--- src/rtl/eth_tx_pkg.sv ---
// Shared types and helpers for the Ethernet transmit frame scheduler.
// Header word layout lives here so the scheduler and any future framers agree on it.
package eth_tx_pkg;

    typedef enum logic [1:0] {
        ST_IDLE,
        ST_HDR,
        ST_PAY,
        ST_PAD
    } state_t;

    localparam int HDR_WORDS         = 4;
    localparam int MIN_PAYLOAD_WORDS = 11;

    // Word idx of the raw Ethernet header; bits [31:24] go on the wire first.
    function automatic logic [31:0] hdr_word(
        input logic [1:0]  idx,
        input logic [47:0] dst,
        input logic [47:0] src,
        input logic [15:0] etype,
        input logic [15:0] seq
    );
        logic [31:0] word;
        case (idx)
            2'd0:    word = dst[47:16];
            2'd1:    word = {dst[15:0], src[47:32]};
            2'd2:    word = src[31:0];
            default: word = {etype, seq};
        endcase
        return word;
    endfunction

endpackage

--- src/rtl/eth_tx_flush_timer.sv ---
// Flush timer: counts up while enabled and holds at its terminal count until cleared,
// so a timeout seen while new frames are disabled is not lost.
module eth_tx_flush_timer #(
    parameter int TIMEOUT_CYCLES = 125000
) (
    input  logic clk,
    input  logic reset,
    input  logic clear,
    input  logic count_en,
    output logic terminal
);

    localparam int CW = (TIMEOUT_CYCLES > 1) ? $clog2(TIMEOUT_CYCLES) : 1;
    localparam logic [CW-1:0] LAST = CW'(TIMEOUT_CYCLES - 1);

    logic [CW-1:0] count;

    always_ff @(posedge clk) begin
        if (reset || clear) begin
            count <= '0;
        end else if (count_en && !terminal) begin
            count <= count + 1'b1;
        end
    end

    assign terminal = (count == LAST);

endmodule

--- src/rtl/eth_tx_frame_scheduler.sv ---
// Drains TDC words from a show-ahead FIFO into raw Ethernet frames on the TSE MAC Avalon-ST port.
// Optional macro ETH_TX_SEQNUM_EN puts a 16-bit frame sequence number into header word 3.
module eth_tx_frame_scheduler
    import eth_tx_pkg::*;
#(
    parameter int          WORDS_PER_FRAME = 256,
    parameter int          TIMEOUT_CYCLES  = 125000,
    parameter int          USEDW_W         = 10,
    parameter logic [47:0] DST_MAC         = 48'hFFFFFFFFFFFF,
    parameter logic [47:0] SRC_MAC         = 48'h020000000001,
    parameter logic [15:0] ETHERTYPE       = 16'h88B5
) (
    input  logic               clk_clk,
    input  logic               reset_reset,
    input  logic               enable,
    input  logic [31:0]        fifo_q,
    input  logic               fifo_empty,
    input  logic [USEDW_W-1:0] fifo_usedw,
    output logic               fifo_rdreq,
    output logic [31:0]        tx_data,
    output logic               tx_startofpacket,
    output logic               tx_endofpacket,
    output logic [1:0]         tx_empty,
    output logic               tx_error,
    output logic               tx_valid,
    input  logic               tx_ready,
    output logic               busy,
    output logic [31:0]        frames_sent
);

    localparam int CNT_W = 9;
    localparam logic [CNT_W-1:0] WPF_C      = CNT_W'(WORDS_PER_FRAME);
    localparam logic [CNT_W-1:0] HDR_LAST_C = CNT_W'(HDR_WORDS - 1);
    localparam logic [CNT_W-1:0] MIN_C      = CNT_W'(MIN_PAYLOAD_WORDS);
    localparam logic [CNT_W-1:0] MIN_LAST_C = CNT_W'(MIN_PAYLOAD_WORDS - 1);

    state_t           state, state_next;
    logic [CNT_W-1:0] beat_cnt, beat_next;
    logic [CNT_W-1:0] n_words, n_next;
    logic [15:0]      seq_val;
    logic             timer_terminal;
    logic             full_batch;
    logic             launch;
    logic             pay_last;
    logic             eop_accept;

    assign full_batch = (32'(fifo_usedw) >= 32'(WORDS_PER_FRAME));
    assign launch     = (state == ST_IDLE) && enable && (fifo_usedw != '0)
                        && (full_batch || timer_terminal);
    assign pay_last   = (beat_cnt == n_words - 1'b1);
    assign eop_accept = tx_valid && tx_ready && tx_endofpacket;

    eth_tx_flush_timer #(
        .TIMEOUT_CYCLES (TIMEOUT_CYCLES)
    ) u_flush_timer (
        .clk      (clk_clk),
        .reset    (reset_reset),
        .clear    (fifo_empty || eop_accept),
        .count_en ((state == ST_IDLE) && !fifo_empty),
        .terminal (timer_terminal)
    );

    always_ff @(posedge clk_clk) begin
        if (reset_reset) begin
            state       <= ST_IDLE;
            beat_cnt    <= '0;
            n_words     <= '0;
            frames_sent <= '0;
        end else begin
            state    <= state_next;
            beat_cnt <= beat_next;
            n_words  <= n_next;
            if (eop_accept) begin
                frames_sent <= frames_sent + 32'd1;
            end
        end
    end

`ifdef ETH_TX_SEQNUM_EN
    logic [15:0] seq;

    always_ff @(posedge clk_clk) begin
        if (reset_reset) begin
            seq <= '0;
        end else if (eop_accept) begin
            seq <= seq + 16'd1;
        end
    end

    assign seq_val = seq;
`else
    assign seq_val = 16'h0000;
`endif

    // Beat outputs decode straight from the state registers; PAY forwards the FIFO
    // head and pops it on the same handshake so payload adds no latency.
    always_comb begin
        state_next       = state;
        beat_next        = beat_cnt;
        n_next           = n_words;
        tx_valid         = 1'b0;
        tx_data          = '0;
        tx_startofpacket = 1'b0;
        tx_endofpacket   = 1'b0;
        fifo_rdreq       = 1'b0;

        case (state)
            ST_IDLE: begin
                if (launch) begin
                    state_next = ST_HDR;
                    beat_next  = '0;
                    n_next     = full_batch ? WPF_C : CNT_W'(fifo_usedw);
                end
            end
            ST_HDR: begin
                tx_valid         = 1'b1;
                tx_data          = hdr_word(beat_cnt[1:0], DST_MAC, SRC_MAC, ETHERTYPE, seq_val);
                tx_startofpacket = (beat_cnt == '0);
                if (tx_ready) begin
                    if (beat_cnt == HDR_LAST_C) begin
                        state_next = ST_PAY;
                        beat_next  = '0;
                    end else begin
                        beat_next = beat_cnt + 1'b1;
                    end
                end
            end
            ST_PAY: begin
                tx_valid       = 1'b1;
                tx_data        = fifo_q;
                fifo_rdreq     = tx_ready;
                tx_endofpacket = pay_last && (n_words >= MIN_C);
                if (tx_ready) begin
                    if (!pay_last) begin
                        beat_next = beat_cnt + 1'b1;
                    end else if (n_words < MIN_C) begin
                        state_next = ST_PAD;
                        beat_next  = beat_cnt + 1'b1;
                    end else begin
                        state_next = ST_IDLE;
                    end
                end
            end
            ST_PAD: begin
                // beat_cnt keeps counting total payload words so padding stops at the minimum.
                tx_valid       = 1'b1;
                tx_endofpacket = (beat_cnt == MIN_LAST_C);
                if (tx_ready) begin
                    if (beat_cnt == MIN_LAST_C) begin
                        state_next = ST_IDLE;
                    end else begin
                        beat_next = beat_cnt + 1'b1;
                    end
                end
            end
            default: begin
                state_next = ST_IDLE;
            end
        endcase
    end

    assign busy     = (state != ST_IDLE);
    assign tx_empty = 2'b00;
    assign tx_error = 1'b0;

endmodule

--- config.mk ---
export PLATFORM = sky130hd
export DESIGN_NAME = eth_tx_frame_scheduler
export DESIGN_NICKNAME = d
export VERILOG_FILES = /design/src/rtl/eth_tx_pkg.sv /design/src/rtl/eth_tx_flush_timer.sv /design/src/rtl/eth_tx_frame_scheduler.sv
export SDC_FILE = /design/constraint.sdc
export NUM_CORES = 1
export LEC_CHECK = 0
export CELL_PAD_IN_SITES_DETAIL_PLACEMENT = 1
export CELL_PAD_IN_SITES_GLOBAL_PLACEMENT = 1
export CORE_UTILIZATION = 33
export CTS_CLUSTER_DIAMETER = 50
export DETAILED_ROUTE_END_ITERATION = 7
export GPL_TIMING_DRIVEN = 1
export PLACE_DENSITY_LB_ADDON = 0.1
export SLEW_MARGIN = 10
export SYNTH_ARGS = -nofsm -noshare
export SYNTH_HDL_FRONTEND = slang
export SYNTH_SLANG_ARGS = --single-unit
--- constraint.sdc ---
create_clock -name clk_clk -period 5.6 [get_ports clk_clk]
set_input_delay 0.84 -clock clk_clk [delete_from_list [all_inputs] [get_ports clk_clk]]
set_output_delay 0.84 -clock clk_clk [all_outputs]
set_load 0.05 [all_outputs]
## Word level (Yosys, flattened, before mapping)

Cells that the tools add are included.

| operators by class | value |
|---|---|
| add/sub/neg operators | 4 |
| order comparisons | 3 |
| eq/ne operators | 18 |
| muxes and demuxes | 25 |
| reductions and logical operators | 22 |

Operator list:

| cell | count |
|---|---|
| 32-bit case mux with 3 select lines | 1 |
| 9-bit 2-to-1 mux | 9 |
| 32-bit case mux with 2 select lines | 1 |
| 9-bit case mux with 4 select lines | 1 |
| 32-bit by 1-bit adder with 32-bit output (second input constant) | 1 |
| 17-bit by 1-bit adder with 17-bit output (second input constant) | 1 |
| 17-bit == test (second input constant) | 1 |
| 2-bit 2-to-1 mux | 8 |
| 2-bit != test (second input constant) | 8 |
| 10-bit by 9-bit greater-or-equal comparator with 1-bit output (second input constant) | 1 |
| 10-bit nonzero test | 1 |
| 9-bit by 1-bit adder with 9-bit output (second input constant) | 1 |
| 9-bit by 2-bit == test with 1-bit output (second input constant) | 1 |
| 9-bit by 4-bit == test with 1-bit output (second input constant) | 1 |
| 9-bit == test | 1 |
| 9-bit by 4-bit greater-or-equal comparator with 1-bit output (second input constant) | 1 |
| 9-bit zero test | 1 |
| 9-bit by 4-bit less-than comparator with 1-bit output (second input constant) | 1 |
| 9-bit by 1-bit subtractor with 9-bit output (second input constant) | 1 |
| 1-bit logical AND | 8 |
| 2-bit case mux with 4 select lines | 1 |
| 7-bit AND reduction | 1 |
| 2-bit == test (second input constant) | 3 |
| 6-bit AND reduction | 1 |
| 10 further kinds | 17 |

| word-level totals | value |
|---|---|
| register bits after elaboration | 69 |
| input bits | 47 |
| output and inout bits | 72 |
| logic and storage cells | 77 |

## Longest topological paths before layout

Gate-level depths: netlist of run 1.

| depth | value |
|---|---|
| depth after elaboration | 7 |
| gate-level depth with buffers | 12 |

## By module

From an unflattened synthesis of run 1, not the netlist that was laid out.

| second synthesis, totals | value |
|---|---|
| cells, all modules | 577 |
| area, all modules | 4,533.1 µm² |

By module, submodules not included:

| module | times used | cells each | area each (µm²) | sequential area each (µm²) |
|---|---|---|---|---|
| eth_tx_frame_scheduler | 1 | 478 | 3,657.3 | 1,041.0 |
| eth_tx_flush_timer | 1 | 99 | 875.8 | 340.3 |

## Least setup slack after synthesis of run 1

No wires, ideal clock.

| path | value |
|---|---|
| path kind | reg-to-output |
| from | register n_words[0] |
| to | output tx_endofpacket |
| arrival | 2.879 ns |
| data required time | 4.760 ns |
| path slack | 1.881 ns |
| stages on the path, launching flop included | 10 |
| path buffers | 1 |
| cells stage by stage | dfxtp_1 -> inv_1 -> ha_1 -> clkbuf_2 -> o21ba_1 -> a221oi_1 -> o2111ai_1 -> a31oi_4 -> nand2_1 -> o21ai_0 |

| on the way | value |
|---|---|
| word-level cells in the longest chain between the ends | 4 |
| elaborated cells on any way between the ends | 5 |

RTL lines:

| item | line | RTL |
|---|---|---|
| start, declared | eth_tx_frame_scheduler.sv:39 | `logic [CNT_W-1:0] n_words, n_next;` |
| start signal, assigned | eth_tx_frame_scheduler.sv:72 | `n_words <= n_next;` |
| 9-bit by 1-bit subtractor with 9-bit output | eth_tx_frame_scheduler.sv:50 | `assign pay_last = (beat_cnt == n_words - 1'b1);` |
| 9-bit == test | eth_tx_frame_scheduler.sv:50 |  |
| 1-bit logical AND (*) | eth_tx_frame_scheduler.sv:132 | `tx_endofpacket = pay_last && (n_words >= MIN_C);` |
| 1-bit case mux with 2 select lines (*) | eth_tx_frame_scheduler.sv:107 | `case (state)` |
| end, declared | eth_tx_frame_scheduler.sv:22 | `output logic tx_endofpacket,` |

Mark *: on every way between the ends. The rest lies on a longest branch, timed or not.

## Worst setup path in the final report of run 1

Ends and elaborated chain as after synthesis.

==> results of run 1 <==
==> worst register-to-register path, stage by stage (launching register included) <==
cell and delay (ns):
dfxtp_1 0.47, inv_1 0.09, ha_1 0.31, o21ba_1 0.21
a221oi_1 0.28, o2111ai_1 0.21, a31oi_4 0.28, a31oi_4 0.11
buf_4 0.30, or4_1 0.58, a21oi_1 0.16
==> power by group through the flow <==
stage | combinational, µW | sequential (µW) | clock (µW)
after floorplan | 538 | 524 | 0
after global placement | 779 | 529 | 0
after detailed placement | 789 | 530 | 0
after CTS | 795 | 520 | 585
after global routing | 843 | 521 | 615
final | 786 | 520 | 572
==> cells in the mapped netlist (9+ instances only) <==
library cell | n | area [µm²]
dfxtp_1 | 69 | 1380
o21ai_0 | 37 | 185
ha_1 | 14 | 175
nor2_1 | 53 | 199
or3_1 | 26 | 163
xnor2_1 | 12 | 105
and3_1 | 15 | 93.8
inv_1 | 16 | 60.1
clkbuf_1 | 27 | 101
nand3_1 | 22 | 110
nand4_1 | 17 | 106
a21oi_1 | 43 | 215
xor2_1 | 13 | 114
or4_1 | 9 | 67.6
a21boi_0 | 33 | 248
nand2_1 | 64 | 240
==> cells by family (layout without fill, tap and decap cells) <==
kind of cell | Yosys count | count (layout) | synth area share [%]
AO/OA/AOI/OAI | 154 | 154 | 22.7
XOR/XNOR | 25 | 25 | 4.93
adder cells (fa/ha/maj) | 14 | 14 | 3.94
buffers and inverters | 55 | 150 | 5.41
flip-flops | 69 | 69 | 31.1
other | 1 | 3 | 0.0844
AND/OR/NAND/NOR | 260 | 260 | 31.8
==> registers in the layout, summed over array words and instances, names as in the netlist <==
signal               flops
frames_sent             32
beat_cnt                 9
u_flush_timer.count     17
n_words                  9
state                    2
==> cell usage in the layout (no fill, tap or decap), types with 4 or more instances in the layout <==
cell and count:
a21boi_0 33, a21oi_1 43, a31oi_1 8, and2_1 6, and3_1 15, and4_1 4
clkbuf_16 9, clkdlybuf4s50_1 114, dfxtp_1 69, ha_1 14, inv_1 16, nand2_1 64
nand2b_1 5, nand3_1 22, nand4_1 17, nor2_1 53, nor2b_1 8, nor3_1 7
o21ai_0 37, o311ai_0 6, o31ai_1 7, o41ai_1 4, or3_1 26, or4_1 9
xnor2_1 12, xor2_1 13
==> path summary, 6_finish.rpt <==
kind / startpoint / to / slack [ns]
worst max-delay path: n_words[0] / tx_endofpacket / 1.27
worst min-delay path: frames_sent[31] / frames_sent[31] / 0.50
worst max register to register: n_words[0] / frames_sent[25] / 2.52
worst min register to register: frames_sent[31] / frames_sent[31] / 0.50
==> metrics by stage <==
stage                     power [µW]  hold WS [ns]  worst slack, ns  area (µm²)
after detailed placement        1320         0.486             1.62        5660
after floorplan                 1060         0.476             1.88        4450
after CTS                       1900         0.493             1.25        5950
after global routing            1980         0.535             1.13        5950
final                           1880         0.495             1.27        5950
after global placement          1310         0.477             1.74        5660
==> routing by layer <==
metal	global-route usage (%)	vias up
met5	0	-
met4	5.93	0
met3	6.25	9
met2	35.0	95
met1	24.4	2191
li1	-	2250
==> layout make-up <==
class / instances / area (µm²)
inverter: 16 / 60.1
sequential: 69 / 1380
multi-input combinational: 456 / 2830
fill: 1614 / 7240
clock inverter: 4 / 47.5
tap: 176 / 220
timing repair buffer: 118 / 1170
clock buffer: 12 / 246
==> results.sh, run 1 <==
export IMPL_status="finished, final reports clean"
export IMPL_die_h_um=118
export IMPL_grt_max_degree=62
export IMPL_firstDrtPassIters=4
export IMPL_period_share_pct=77.4
export IMPL_grt_pass1_vias=4658
export IMPL_grt_total_usage_pct=20.4
export IMPL_highest_layer="met4"
export IMPL_wl_per_cell_um=16.1
export IMPL_dp_hpwl_um=10200
export IMPL_layout_drive_gt1_share_pct=5.33
export IMPL_grt_pass1_wl_um=22900
export IMPL_synth_cells=578
export IMPL_critical_path_top_delay_family="compound AO/OA/AOI/OAI gates"
export IMPL_critPathMaxStageDelay_ns=0.88
export IMPL_drt_initial_drc_count=194
export IMPL_met2_length_um=6740
export IMPL_cts_root_buffer="clkbuf_16"
export IMPL_grt_antenna_before_repair=0
export IMPL_initial_core_util_pct=33.7
export IMPL_p_sw_share_pct=40.4
export IMPL_gp_congestion=0.819
export IMPL_utilization_pct=45.1
export IMPL_hold_path_class="flip-flop to flip-flop"
export IMPL_tritoncts="built"
export IMPL_clk_pin_slew_worst_paths_ns=0.05
export IMPL_synth_async_sr_flop_share_pct=0
export IMPL_power_frac_seq_pct=27.7
export IMPL_htree_levels=3
export IMPL_cp_arrival_ns=3.49
export IMPL_antenna_cells=0
export IMPL_clock_sinks=69
export IMPL_viasPerCell=5.34
export IMPL_clk_latency_ns=0.34
export IMPL_synth_seq_area_share_pct=31.1
export IMPL_finClkSkew_ns=0.00696
export IMPL_postSynthAreaPerCell_um2=7.68
export IMPL_ios=119
export IMPL_end_kind="output port"
export IMPL_drc_errors=0
export IMPL_vias=4545
export IMPL_start_kind="flip-flop"
export IMPL_fin_crit_ns=4.33
export IMPL_io_buffer_count=115
export IMPL_p_switching_uw=760
export IMPL_routedLengthMet1_um=6100
export IMPL_synth_enable_flop_cells=0
export IMPL_worstPathRequired_ns=4.76
export IMPL_final_cells=851
export IMPL_area_growth_pct=34.0
export IMPL_synthFlopType="dfxtp_1"
export IMPL_worstMarginPinSlew_ns=1.09
export IMPL_report_final_hold_viol_count=0
export IMPL_route_met3_wl_um=748
export IMPL_clock_path_buffers=2
export IMPL_holdPathStages=2
export IMPL_dp_cells=835
export IMPL_cp_slowest_cell="clkdlybuf4s50_1"
export IMPL_leakage_uw=0.00196
export IMPL_overflow=0
export IMPL_setup_viol=0
export IMPL_totalWireLength_um=13700
export IMPL_p_clk_share_pct=30.5
export IMPL_vdd_drop_max_uv=180
export IMPL_p_per_area_nw_per_um2=316
export IMPL_path_cells="inv_1 > ha_1 > o21ba_1 > a221oi_1 > o2111ai_1 > a31oi_4 > nand2_1 > o21ai_0 > clkdlybuf4s50_1"
export IMPL_dieArea_um2=13900
export IMPL_synth_seq_cells=69
export IMPL_cap_violations=0
export IMPL_synthDistinctLibCells=61
export IMPL_worstRegToRegCells=10
export IMPL_maxSlewViolCount=0
export IMPL_postCtsResizedCells=0
export IMPL_rsz0062_at_grt="false"
export IMPL_cts_setup_buffers=0
export IMPL_max_freq_mhz=231
export IMPL_worstSetupPathType="flip-flop to output port"
export IMPL_comb_power_share_pct=41.8
export IMPL_syn_area_um2=4440
export IMPL_relSlewSlack_pct=27.3
export IMPL_cellInternalPower_uw=1120
export IMPL_cts_buffers=9
export IMPL_ant_nets=0
export IMPL_die_w_um=118
export IMPL_critical_path_max_fanout=9
export IMPL_nNetsFinal=731
export IMPL_cts_hold_buf=0
export IMPL_std_cell_rows=42
export IMPL_setup_tns_ns=0
export IMPL_crit_buf_inv=2
export IMPL_yosysWarnings=0
export IMPL_critical_path_cell_count=9
export IMPL_design_core_area_um2=13200
No activity file was read; power rests on OpenSTA's default activity.
==> run 2: changes to the inputs <==
--- a/config.mk
+++ b/config.mk
@@ -7,7 +7,7 @@
 export LEC_CHECK = 0
 export CELL_PAD_IN_SITES_DETAIL_PLACEMENT = 1
 export CELL_PAD_IN_SITES_GLOBAL_PLACEMENT = 1
-export CORE_UTILIZATION = 33
+export CORE_UTILIZATION = 32
 export CTS_CLUSTER_DIAMETER = 50
 export DETAILED_ROUTE_END_ITERATION = 7
 export GPL_TIMING_DRIVEN = 1
==> constraint.sdc (replaced) <==
create_clock -name clk_clk -period 3.68 [get_ports clk_clk]
set_input_delay 0.552 -clock clk_clk [delete_from_list [all_inputs] [get_ports clk_clk]]
set_output_delay 0.552 -clock clk_clk [all_outputs]
set_load 0.05 [all_outputs]
==> run 2 against run 1 <==
Die area up 3.1%. Largest power group unchanged. Cell area up 0.29%. Highest routed layer unchanged. Clock power up 54%. Critical endpoint is now tx_data[4]. Wire length up 0.43%. Power up 52%.
==> results.sh, run 2 (synthesis gave the netlist of run 1 again) <==
export IMPL_status="finished, final reports clean"
export IMPL_grt_pass1_vias=4501
export IMPL_area_growth_pct=34.4
export IMPL_rsz0062_at_grt="false"
export IMPL_grt_use_met3_pct=4.47
export IMPL_layout_common_cells="113 x clkdlybuf4s50_1, 69 x dfxtp_1, 64 x nand2_1"
export IMPL_cts_hold_buf=0
export IMPL_io_buffer_count=115
export IMPL_vias=4532
export IMPL_firstDrtPassIters=4
export IMPL_multi_input_area_um2=2830
export IMPL_worstPathRequired_ns=3.13
export IMPL_crit_buf_inv=2
export IMPL_maxSlewViolCount=0
export IMPL_reg_largest_list="frames_sent x32, u_flush_timer.count x17"
export IMPL_ant_nets=0
export IMPL_cts_root_buffer="clkbuf_16"
export IMPL_final_cells=853
export IMPL_regToRegStartpoint="n_words[0]"
export IMPL_dieArea_um2=14400
export IMPL_critical_path_top_delay_family="buffers and inverters"
export IMPL_cp_arrival_ns=2.85
export IMPL_drc_errors=0
export IMPL_fin_crit_ns=3.40
export IMPL_die_h_um=120
export IMPL_worst_r2r_setup_slack_ns=0.50
export IMPL_worstMarginPinSlew_ns=1.06
export IMPL_holdPathStages=2
export IMPL_setup_tns_ns=0
export IMPL_largest_register="frames_sent"
export IMPL_fillCellCount=1617
export IMPL_clock_path_buffers=2
export IMPL_seq_area_um2=1380
export IMPL_p_per_area_nw_per_um2=479
export IMPL_final_common_cell="clkdlybuf4s50_1"
export IMPL_use_met2_pct=33.4
export IMPL_fin_ws_ns=0.282
export IMPL_nNetsFinal=733
export IMPL_totalWireLength_um=13800
export IMPL_min_delay_start="frames_sent[31]"
export IMPL_wl_per_cell_um=16.2
export IMPL_cp_startpoint="state[1]"
export IMPL_dp_cells=837
export IMPL_grt_total_usage_pct=19.9
export IMPL_grt_max_degree=50
export IMPL_cap_violations=0
export IMPL_antenna_cells=0
export IMPL_r2r_end="frames_sent[22]"
export IMPL_clock_sinks=69
export IMPL_worstSetupPathType="flip-flop to output port"
export IMPL_overflow=0
export IMPL_clk_pin_slew_worst_paths_ns=0.06
export IMPL_start_kind="flip-flop"
export IMPL_largest_reg_flops=32
export IMPL_vdd_drop_max_uv=257
export IMPL_end_kind="output port"
export IMPL_relSlewSlack_pct=28.8
export IMPL_htree_levels=3
export IMPL_cp_slowest_cell="clkdlybuf4s50_1"
export IMPL_pre_cts_slack_ns=0.550
export IMPL_busiest_layer="met2"
export IMPL_critPathMaxStageDelay_ns=0.86
export IMPL_layout_drive_gt1_share_pct=6.06
export IMPL_period_share_pct=92.3
export IMPL_clk_latency_ns=0.34
export IMPL_dp_hpwl_um=10100
export IMPL_tritoncts="built"
export IMPL_max_freq_mhz=294
export IMPL_initial_core_util_pct=33.1
export IMPL_ios=119
export IMPL_hold_path_class="flip-flop to flip-flop"
export IMPL_cts_setup_buffers=0
export IMPL_design_core_area_um2=13400
export IMPL_grt_antenna_before_repair=0
export IMPL_die_w_um=120
export IMPL_viasPerCell=5.31
export IMPL_use_met1_pct=25.5
export IMPL_setup_viol=0
export IMPL_path_cells="inv_1 > ha_1 > a21boi_0 > clkdlybuf4s50_1"
export IMPL_whs_ns=0.486
export IMPL_finClkSkew_ns=0.00721
export IMPL_cts_buffers=9
export IMPL_gp_congestion=0.743
export IMPL_hold_end="frames_sent[31]"
export IMPL_report_final_hold_viol_count=0
export IMPL_worstRegToRegCells=10
export IMPL_postCtsResizedCells=0
export IMPL_critical_path_max_fanout=32
export IMPL_leakage_uw=0.00198
export IMPL_power_total_uw=2860
export IMPL_std_cell_rows=42
export IMPL_drt_initial_drc_count=181
export IMPL_grt_pass1_wl_um=22900
==> run 2: cell types whose count changed in the layout (fill, tap and decap cells not counted) <==
cell / delta
buf_4: +3
clkbuf_1: -2
clkinv_4: +2
clkbuf_8: -1
clkdlybuf4s50_1: -1
inv_6: +1
==> run 2: how the worst max path moves through the flow <==
stage / to / slack (ns) / cells after the start
2_1_floorplan: tx_endofpacket / 0.25 / 9
3_3_place_gp: frames_sent[6] / 0.73 / 10
3_5_place_dp: frames_sent[5] / 0.55 / 10
4_1_cts: tx_data[4] / 0.26 / 4
5_1_grt: tx_data[4] / 0.15 / 4
6_report: tx_data[4] / 0.28 / 4
==> run 2: worst register-to-register path, stage by stage (launching register included) <==
cell       delay, ns
dfxtp_1         0.46
inv_1           0.07
ha_1            0.30
o21ba_1         0.20
a221oi_1        0.29
o2111ai_1       0.21
a31oi_4         0.28
a31oi_4         0.38
buf_4           0.34
or3_1           0.35
a21oi_1         0.19
==> run 2: final cells by class <==
type	count	area share (%)
flip-flops and latches	69	23.1
well taps	176	3.69
clock inverters	7	1.24
repair buffers	120	19.8
multi-input cells	456	47.4
clock buffers	9	3.77
inverters	16	1.01
==> run 2: through the flow <==
stage               utilization [%]  cell area [µm²]
floorplan                         -             4450
global placement               42.3             5670
detailed placement             42.3             5670
CTS                            44.5             5970
global route                   44.5             5970
finish                         44.5             5970
==> run 2: where the power goes <==
part           internal (µW)  switching (µW)  leakage (µW)  total, µW
registers                764            26.4      0.000556        791
clock network            527             354      0.000146        881
logic                    398             789       0.00128       1190
total                   1690            1170       0.00198       2860
==> run 2: metal layers <==
metal	vias to the layer above	part of all wire, %
met5	-	0
met4	0	1.2
met3	13	3.0
met2	59	48
met1	2207	48
li1	2253	-
